File: src/rtl/id_issue_ctrl.sv
// Decode/issue holding register between fetch and execute.
// Holds one instruction, detects load-use hazards and counts bubbles.
module id_issue_ctrl #(
    parameter logic [4:0] IMM_I_CODE = 5'd1,
    parameter logic [4:0] IMM_S_CODE = 5'd2,
    parameter logic [4:0] IMM_B_CODE = 5'd3,
    parameter logic [4:0] IMM_J_CODE = 5'd4,
    parameter logic [4:0] IMM_U_CODE = 5'd5
) (
    input  logic        clk,
    input  logic        rst_n,
    input  logic        if_valid,
    input  logic [31:0] if_instr,
    input  logic [31:0] if_pc,
    output logic        if_ready,
    input  logic        ex_ready,
    input  logic        ex_mem_read,
    input  logic [4:0]  ex_rd,
    input  logic        flush,
    output logic        id_valid,
    output logic [31:0] id_instr,
    output logic [31:0] id_pc,
    output logic [4:0]  imm_sel,
    output logic [4:0]  id_rs1,
    output logic [4:0]  id_rs2,
    output logic [4:0]  id_rd,
    output logic [15:0] stall_cnt
);

    typedef enum logic {EMPTY = 1'b0, FULL = 1'b1} state_t;

    state_t      state_q, state_d;
    logic [31:0] instr_q, instr_d;
    logic [31:0] pc_q, pc_d;
    logic [15:0] cnt_q, cnt_d;

    logic        full;
    logic [4:0]  imm_raw;
    logic        use_rs1;
    logic        use_rs2;
    logic        hazard;
    logic        id_fire;
    logic        if_fire;

    assign full = (state_q == FULL);

    always_comb begin
        imm_raw = 5'd0;
        use_rs1 = 1'b0;
        use_rs2 = 1'b0;
        case (instr_q[6:0])
            7'b0010011, 7'b0000011, 7'b1100111: begin
                imm_raw = IMM_I_CODE;
                use_rs1 = 1'b1;
            end
            7'b0100011: begin
                imm_raw = IMM_S_CODE;
                use_rs1 = 1'b1;
                use_rs2 = 1'b1;
            end
            7'b1100011: begin
                imm_raw = IMM_B_CODE;
                use_rs1 = 1'b1;
                use_rs2 = 1'b1;
            end
            7'b1101111: imm_raw = IMM_J_CODE;
            7'b0110111, 7'b0010111: imm_raw = IMM_U_CODE;
            7'b0110011: begin
                use_rs1 = 1'b1;
                use_rs2 = 1'b1;
            end
            default: ;
        endcase
    end

    // x0 never carries a loaded value, so a load to x0 cannot create a hazard
    assign hazard = full && ex_mem_read && (ex_rd != 5'd0) &&
                    ((use_rs1 && (instr_q[19:15] == ex_rd)) ||
                     (use_rs2 && (instr_q[24:20] == ex_rd)));

    assign id_valid = full && !hazard && !flush;
    assign id_fire  = id_valid && ex_ready;
    assign if_ready = rst_n && (!full || id_fire);
    assign if_fire  = if_valid && if_ready;

    always_ff @(posedge clk) begin
        if (!rst_n) begin
            state_q <= EMPTY;
            instr_q <= '0;
            pc_q    <= '0;
            cnt_q   <= '0;
        end else begin
            state_q <= state_d;
            instr_q <= instr_d;
            pc_q    <= pc_d;
            cnt_q   <= cnt_d;
        end
    end

    // Leaving FULL clears the payload so EMPTY always reads as zero
    always_comb begin
        state_d = state_q;
        instr_d = instr_q;
        pc_d    = pc_q;
        if (flush) begin
            state_d = EMPTY;
            instr_d = '0;
            pc_d    = '0;
        end else if (if_fire) begin
            state_d = FULL;
            instr_d = if_instr;
            pc_d    = if_pc;
        end else if (id_fire) begin
            state_d = EMPTY;
            instr_d = '0;
            pc_d    = '0;
        end
    end

    always_comb begin
        cnt_d = cnt_q;
        if (hazard && !flush && (cnt_q != 16'hFFFF)) begin
            cnt_d = cnt_q + 16'd1;
        end
    end

    always_comb begin
        id_instr  = full ? instr_q : 32'd0;
        id_pc     = full ? pc_q : 32'd0;
        imm_sel   = full ? imm_raw : 5'd0;
        id_rs1    = full ? instr_q[19:15] : 5'd0;
        id_rs2    = full ? instr_q[24:20] : 5'd0;
        id_rd     = full ? instr_q[11:7] : 5'd0;
        stall_cnt = cnt_q;
    end

endmodule

File: config.mk
export PLATFORM = sky130hd
export DESIGN_NAME = id_issue_ctrl
export DESIGN_NICKNAME = d
export VERILOG_FILES = /design/src/rtl/id_issue_ctrl.sv
export SDC_FILE = /design/constraint.sdc
export NUM_CORES = 1
export LEC_CHECK = 0
export ABC_CLOCK_PERIOD_IN_PS = 3090
export BUFFER_PORTS_ARGS = -buffer_cell sky130_fd_sc_hd__buf_2
export CAP_MARGIN = 10
export CORE_UTILIZATION = 49
export CTS_CLUSTER_SIZE = 24
export DETAILED_ROUTE_END_ITERATION = 6
export PLACE_DENSITY = 0.91
export SLEW_MARGIN = 30
export SYNTH_ARGS = -nofsm -noshare
export SYNTH_HDL_FRONTEND = slang
export SYNTH_SLANG_ARGS = --single-unit
File: constraint.sdc
create_clock -name clk -period 3.09 [get_ports clk]
set_clock_uncertainty 0.2 [all_clocks]
set_input_delay 0 -clock clk [delete_from_list [all_inputs] [get_ports clk]]
set_output_delay 0 -clock clk [all_outputs]
set_load 0.02 [all_outputs]
==> reports/metrics.yaml, run 1 <==
cts_made_buffers: 9
cp.required_ns: 3.12
dr.pass1.iters: 5
syn_to_final_growth_pct: 37.4
p_comb_share_pct: 13.1
num_io_pins: 177
async_flop_share_pct: 0
setup_tns_ns: 0
synth_edf_count: 0
n_fill_cell: 636
p_total_mw: 2.26
vias_per_cell: 5.74
drc: 0
die_area_um2: 9370
cts_tree: "done"
slew_headroom_pct: 54.3
p_leak_nw: 2.70
cp-start-kind: "flop"
ant_nets: 0
grt_overflow: 0
synth_area_um2: 4400
cts_buffer_depth: 2
synthDistinctLibCells: 44
layout_commonest_cell: "buf_2"
numPortBuffers: 174
synth_top_area_cell: "dfxtp_1"
grt_pass1_vias: 4736
vias: 4885
p_clk_share_pct: 39.1
drv_slew: 0
die_w_um: 96.8
period_needed_ns: 2.73
htreeDepth: 3
core_area_um2: 8720
fmax_mhz: 367
synth_seq_cells: 81
routed_wl_mm: 13.7
rsz0062_at_grt: "no"
synth_top_area_share_pct: 36.8
finalHoldViolations: 0
cp.arrival_ns: 2.76
synth_flop_cell: "dfxtp_1"
hold_slack_ns: 0.0779
worstSkewPairLatency_ns: 0.34
fin_nets: 814
wl_per_cell_um: 16.1
path_class: "flop to flop"
status: "completed"
place.gp.congestion: 0.878
layout-drive-gt1-share_pct: 28.4
grt_pass1_wl_mm: 22.0
synth.yosys.warnings: 0
cts.clk_slew.worst_paths_ns: 0.08
crit_fanout: 39
placed_area_um2: 5150
hpwlAfterDp_mm: 8.11
num_antenna_cells: 0
multi_input_area_um2: 2420
seqCellArea_um2: 1620
antenna_found_initial: 0
design_area_um2: 6050
avgSynthCellArea_um2: 8.16
die_y_um: 96.8
worst_pin_slew_ns: 0.686
hp-class: "input pin to flop"
synth_seq_area_share_pct: 36.8
rows: 34
clock_sinks: 81
root_buffer: "clkbuf_8"
syn_inst: 540
end_kind: "flop"
start_util_pct: 50.5
grt.total_usage_pct: 28.5
fin_crit_sh_pct: 88.3
final_cell_mix: "buf_2, dfxtp_1, nand2_1, nor3_1, dlygate4sd3_1"
maxCapViolCount: 0
ir_drop_mv: 0.217
grt_max_degree: 65
setup_viol: 0
seqPwrFrac_pct: 47.8
switching_power_uw: 558
drt_iter0_drc: 305
synthTopCellsByArea: "dfxtp_1, a31o_1, and2_1"
p_int_mw: 1.70
sw_frac_of_total_pct: 24.7
p_per_area_nw_per_um2: 373
[power groups by stage]
stage	logic, mW	clock network (mW)	registers (mW)
2_1_floorplan	0.145	0	1.10
3_3_place_gp	0.216	0	1.10
3_5_place_dp	0.221	0	1.10
4_1_cts	0.288	0.896	1.08
5_1_grt	0.318	0.949	1.08
6_report	0.297	0.883	1.08
[registers in the layout, summed over array words and instances, names as in the netlist]
name and count:
full 1, instr_q 32, pc_q 32, stall_cnt 16
[per-stage QoR]
| step | utilization (%) | setup WS (ns) | instances |
|---|---|---|---|
| after floorplan | - | 0.952 | 541 |
| after global placement | 59.1 | 0.510 | 768 |
| after detailed placement | 59.1 | 0.386 | 768 |
| after CTS | 69.4 | 0.357 | 851 |
| after global routing | 69.4 | 0.181 | 851 |
| final | 69.4 | 0.362 | 851 |
[final timing paths]
kind / startpoint / end / slack [ns] / cells past startpoint
max: instr_q[3]$_SDFFE_PP0P_ / pc_q[20]$_SDFFE_PP0P_ / 0.36 / 7
min: flush / stall_cnt[10]$_SDFFE_PN0P_ / 0.08 / 5
max reg2reg: instr_q[3]$_SDFFE_PP0P_ / pc_q[20]$_SDFFE_PP0P_ / 0.36 / 7
min reg2reg: pc_q[0]$_SDFFE_PP0P_ / pc_q[0]$_SDFFE_PP0P_ / 0.27 / 1
[repair_timing]
item | 4_1_cts | 5_1_grt
hold endpoints to repair | 71 | 0
resized for setup | 0 | 0
hold buffers | 67 | 0
buffers inserted | 0 | 0
[logic make-up after synthesis]
family,share of synthesized area (%)
simple gates,33.0
other cells,0.0851
fa+ha+maj,0.284
flops,36.8
xor+xnor,1.79
mux,1.59
buf+inv,8.72
compound gates,17.7
[per-layer routing]
metal	up-vias	GRT usage [%]	wire length [um]
met5	-	0	0
met4	0	16.5	521
met3	53	5.35	873
met2	243	48.8	6840
met1	2303	33.0	5470
li1	2286	-	-
[cells in the mapped netlist (3+ instances only)]
cell type	n
or3_1	3
and3_1	3
nand4_1	9
and2_1	66
nand3_1	12
nand2b_1	15
xnor2_1	7
o21ai_0	4
nor3_1	67
o211ai_1	5
a21boi_0	3
clkbuf_1	34
nand2_1	81
inv_1	3
buf_2	7
mux2i_1	7
buf_4	17
a31o_2	4
a31o_1	60
nor2b_1	4
and4_1	3
dfxtp_1	81
o31ai_1	5
buf_6	7
nor4_1	6
[final cells by class]
class	instances	share of cell area, %
Sequential cell	81	26.8
Timing Repair Buffer	252	27.0
Clock inverter	5	1.28
Inverter	3	0.186
Clock buffer	11	2.50
Tap cell	108	2.23
Multi-Input combinational cell	391	39.9
[worst max-delay path, stage by stage, from the launching register on]
cell and delay (ns):
dfxtp_1 0.35, and3b_1 0.34, nand4_1 0.12, nor4b_1 0.40, o41a_2 0.41, buf_4 0.44, nor3_1 0.12, a31o_1 0.24
Power figures use the tool's default switching activity.
==> inputs of run 2 (changes only) <==
--- a/config.mk
+++ b/config.mk
@@ -6,12 +6,12 @@
 export NUM_CORES = 1
 export LEC_CHECK = 0
 export ABC_CLOCK_PERIOD_IN_PS = 3090
-export BUFFER_PORTS_ARGS = -buffer_cell sky130_fd_sc_hd__buf_2
+export BUFFER_PORTS_ARGS = -buffer_cell sky130_fd_sc_hd__buf_4
 export CAP_MARGIN = 10
-export CORE_UTILIZATION = 49
+export CORE_UTILIZATION = 28
 export CTS_CLUSTER_SIZE = 24
 export DETAILED_ROUTE_END_ITERATION = 6
-export PLACE_DENSITY = 0.91
+export PLACE_DENSITY = 0.61
 export SLEW_MARGIN = 30
 export SYNTH_ARGS = -nofsm -noshare
 export SYNTH_HDL_FRONTEND = slang
==> reports/metrics.yaml, run 2 (synthesis results as in run 1) <==
status: "completed"
root_buffer: "clkbuf_16"
setup_viol: 0  # unchanged
final_cell_mix: "buf_4, dfxtp_1, nand2_1, dlygate4sd3_1, nor3_1"
path_class: "flop to flop"
p_per_area_nw_per_um2: 360  # -3.5%
dr.pass1.iters: 4  # -1
die_w_um: 127  # +32%
crit_fanout: 20  # -49%
wl_per_cell_um: 15.0  # -6.6%
numPortBuffers: 174  # unchanged
post_cts_resized: 0  # unchanged
grt_pass1_vias: 4619  # -2.5%
layout-drive-gt1-share_pct: 27.8  # -0.57 points
drv_slew: 0  # unchanged
worstSkewPairLatency_ns: 0.34  # about the same
rows: 45  # +32%
cts.clk_slew.worst_paths_ns: 0.06  # -0.02 ns
start_util_pct: 28.9  # -22 points
rsz0062_at_grt: "no"
clock_sinks: 81  # unchanged
setup_tns_ns: 0  # unchanged
cts_made_buffers: 9  # unchanged
period_needed_ns: 2.65  # -0.0825 ns
critPathSlowestCell: "or2_2"
worst_pin_slew_ns: 0.730  # +0.0444 ns
slew_headroom_pct: 51.3  # -3.0 points
antenna_found_initial: 0  # unchanged
dp_slack_ns: 0.455  # +0.0686 ns
grt_max_degree: 65  # unchanged
num_io_pins: 177  # unchanged
drc: 0  # unchanged
postCtsSetupBuffers: 0  # unchanged
ant_nets: 0  # unchanged
maxCapViolCount: 0  # unchanged
cts_tree: "done"
syn_to_final_growth_pct: 53.8
end_kind: "flop"
core_area_um2: 15300  # +75%
cts_buffer_depth: 2  # unchanged
grt_pass1_wl_mm: 23.0  # +4.2%
vias_per_cell: 4.99  # -13%
grt.total_usage_pct: 17.8  # -11 points
slowest_delay_ns: 0.52  # +0.08 ns
place.gp.congestion: 0.770  # -12%
routed_wl_mm: 14.5  # +5.6%
vias: 4797  # -1.8%
cp.arrival_ns: 2.68  # -0.08 ns
layout_commonest_cell: "buf_4"
fin_crit_sh_pct: 85.6  # -2.7 points
htreeDepth: 3  # unchanged
p_leak_nw: 2.80  # +3.9%
num_antenna_cells: 0  # unchanged
cts_hold_buf: 77  # +15%
worst_slack_ns: 0.445  # +0.0825 ns
ir_drop_mv: 0.230  # +5.7%
hpwlAfterDp_mm: 9.14  # +13%
drt_iter0_drc: 247  # -19%
die_area_um2: 16200  # +73%
cp-start-kind: "flop"
finalHoldViolations: 0  # unchanged
cp.required_ns: 3.13  # about the same
grt_overflow: 0  # unchanged
n_fill_cell: 1452  # +130%
fmax_mhz: 378  # +3.1%
fin_nets: 823  # +1.1%
die_y_um: 127  # +32%
hp-class: "input pin to flop"
cp_cell_sequence: "xor2_1 > nand3b_1 > nor4b_1 > o41a_2 > or2_2 > buf_4 > a31o_2"
## run 2: final cells by class
| cell class | count | area, um2 | share of cell area (%) |
|---|---|---|---|
| multi-input combinational | 391 | 2420 | 35.7 |
| clock buffer | 12 | 267 | 3.93 |
| clock inverter | 3 | 15.0 | 0.222 |
| inverter | 3 | 11.3 | 0.166 |
| sequential | 81 | 1620 | 24.0 |
| tap | 211 | 264 | 3.90 |
| timing repair buffer | 261 | 2180 | 32.1 |
## run 2: power by group
| group | total [mW] | switching (mW) | internal, mW |
|---|---|---|---|
| combinational | 0.338 | 0.161 | 0.177 |
| clock | 1.02 | 0.421 | 0.601 |
| sequential | 1.08 | 0.0150 | 1.06 |
| total | 2.44 | 0.597 | 1.84 |
## run 2: critical path: cells and delay by family (launching register included)
family                    cells  cell delay [ns]
buffers and inverters         1             0.28
and+or+nand+nor               3             0.75
DFF                           1             0.37
xor gates and xnor gates      1             0.25
AOI/OAI and AO/OA             2             0.70
## run 2: worst paths after layout
check / depth (start not counted) / end / slack (ns) / from
max: 7 / pc_q[11]$_SDFFE_PP0P_ / 0.44 / instr_q[20]$_SDFFE_PP0P_
min reg2reg: 1 / instr_q[31]$_SDFFE_PP0P_ / 0.26 / instr_q[31]$_SDFFE_PP0P_
max reg2reg: 7 / pc_q[11]$_SDFFE_PP0P_ / 0.44 / instr_q[20]$_SDFFE_PP0P_
min: 5 / stall_cnt[10]$_SDFFE_PN0P_ / 0.24 / ex_mem_read
## run 2: metal layers
layer | part of all wire [%] | track usage [%] | up-vias
li1 | - | - | 2306
met1 | 44 | 21.8 | 2262
met2 | 48 | 30.1 | 195
met3 | 5.3 | 3.22 | 34
met4 | 3.1 | 9.03 | 0
met5 | 0 | 0 | -
## run 2: per-stage QoR
step | area [um2] | hold WS (ns) | cells | util (%) | total power, mW
after floorplan | 4410 | -0.0987 | 541 | - | 1.24
after global placement | 5720 | -0.00847 | 870 | 37.5 | 1.36
after detailed placement | 5720 | -0.00407 | 870 | 37.5 | 1.36
after CTS | 6770 | 0.217 | 962 | 44.4 | 2.47
after global routing | 6770 | 0.263 | 962 | 44.4 | 2.55
final | 6770 | 0.239 | 962 | 44.4 | 2.44
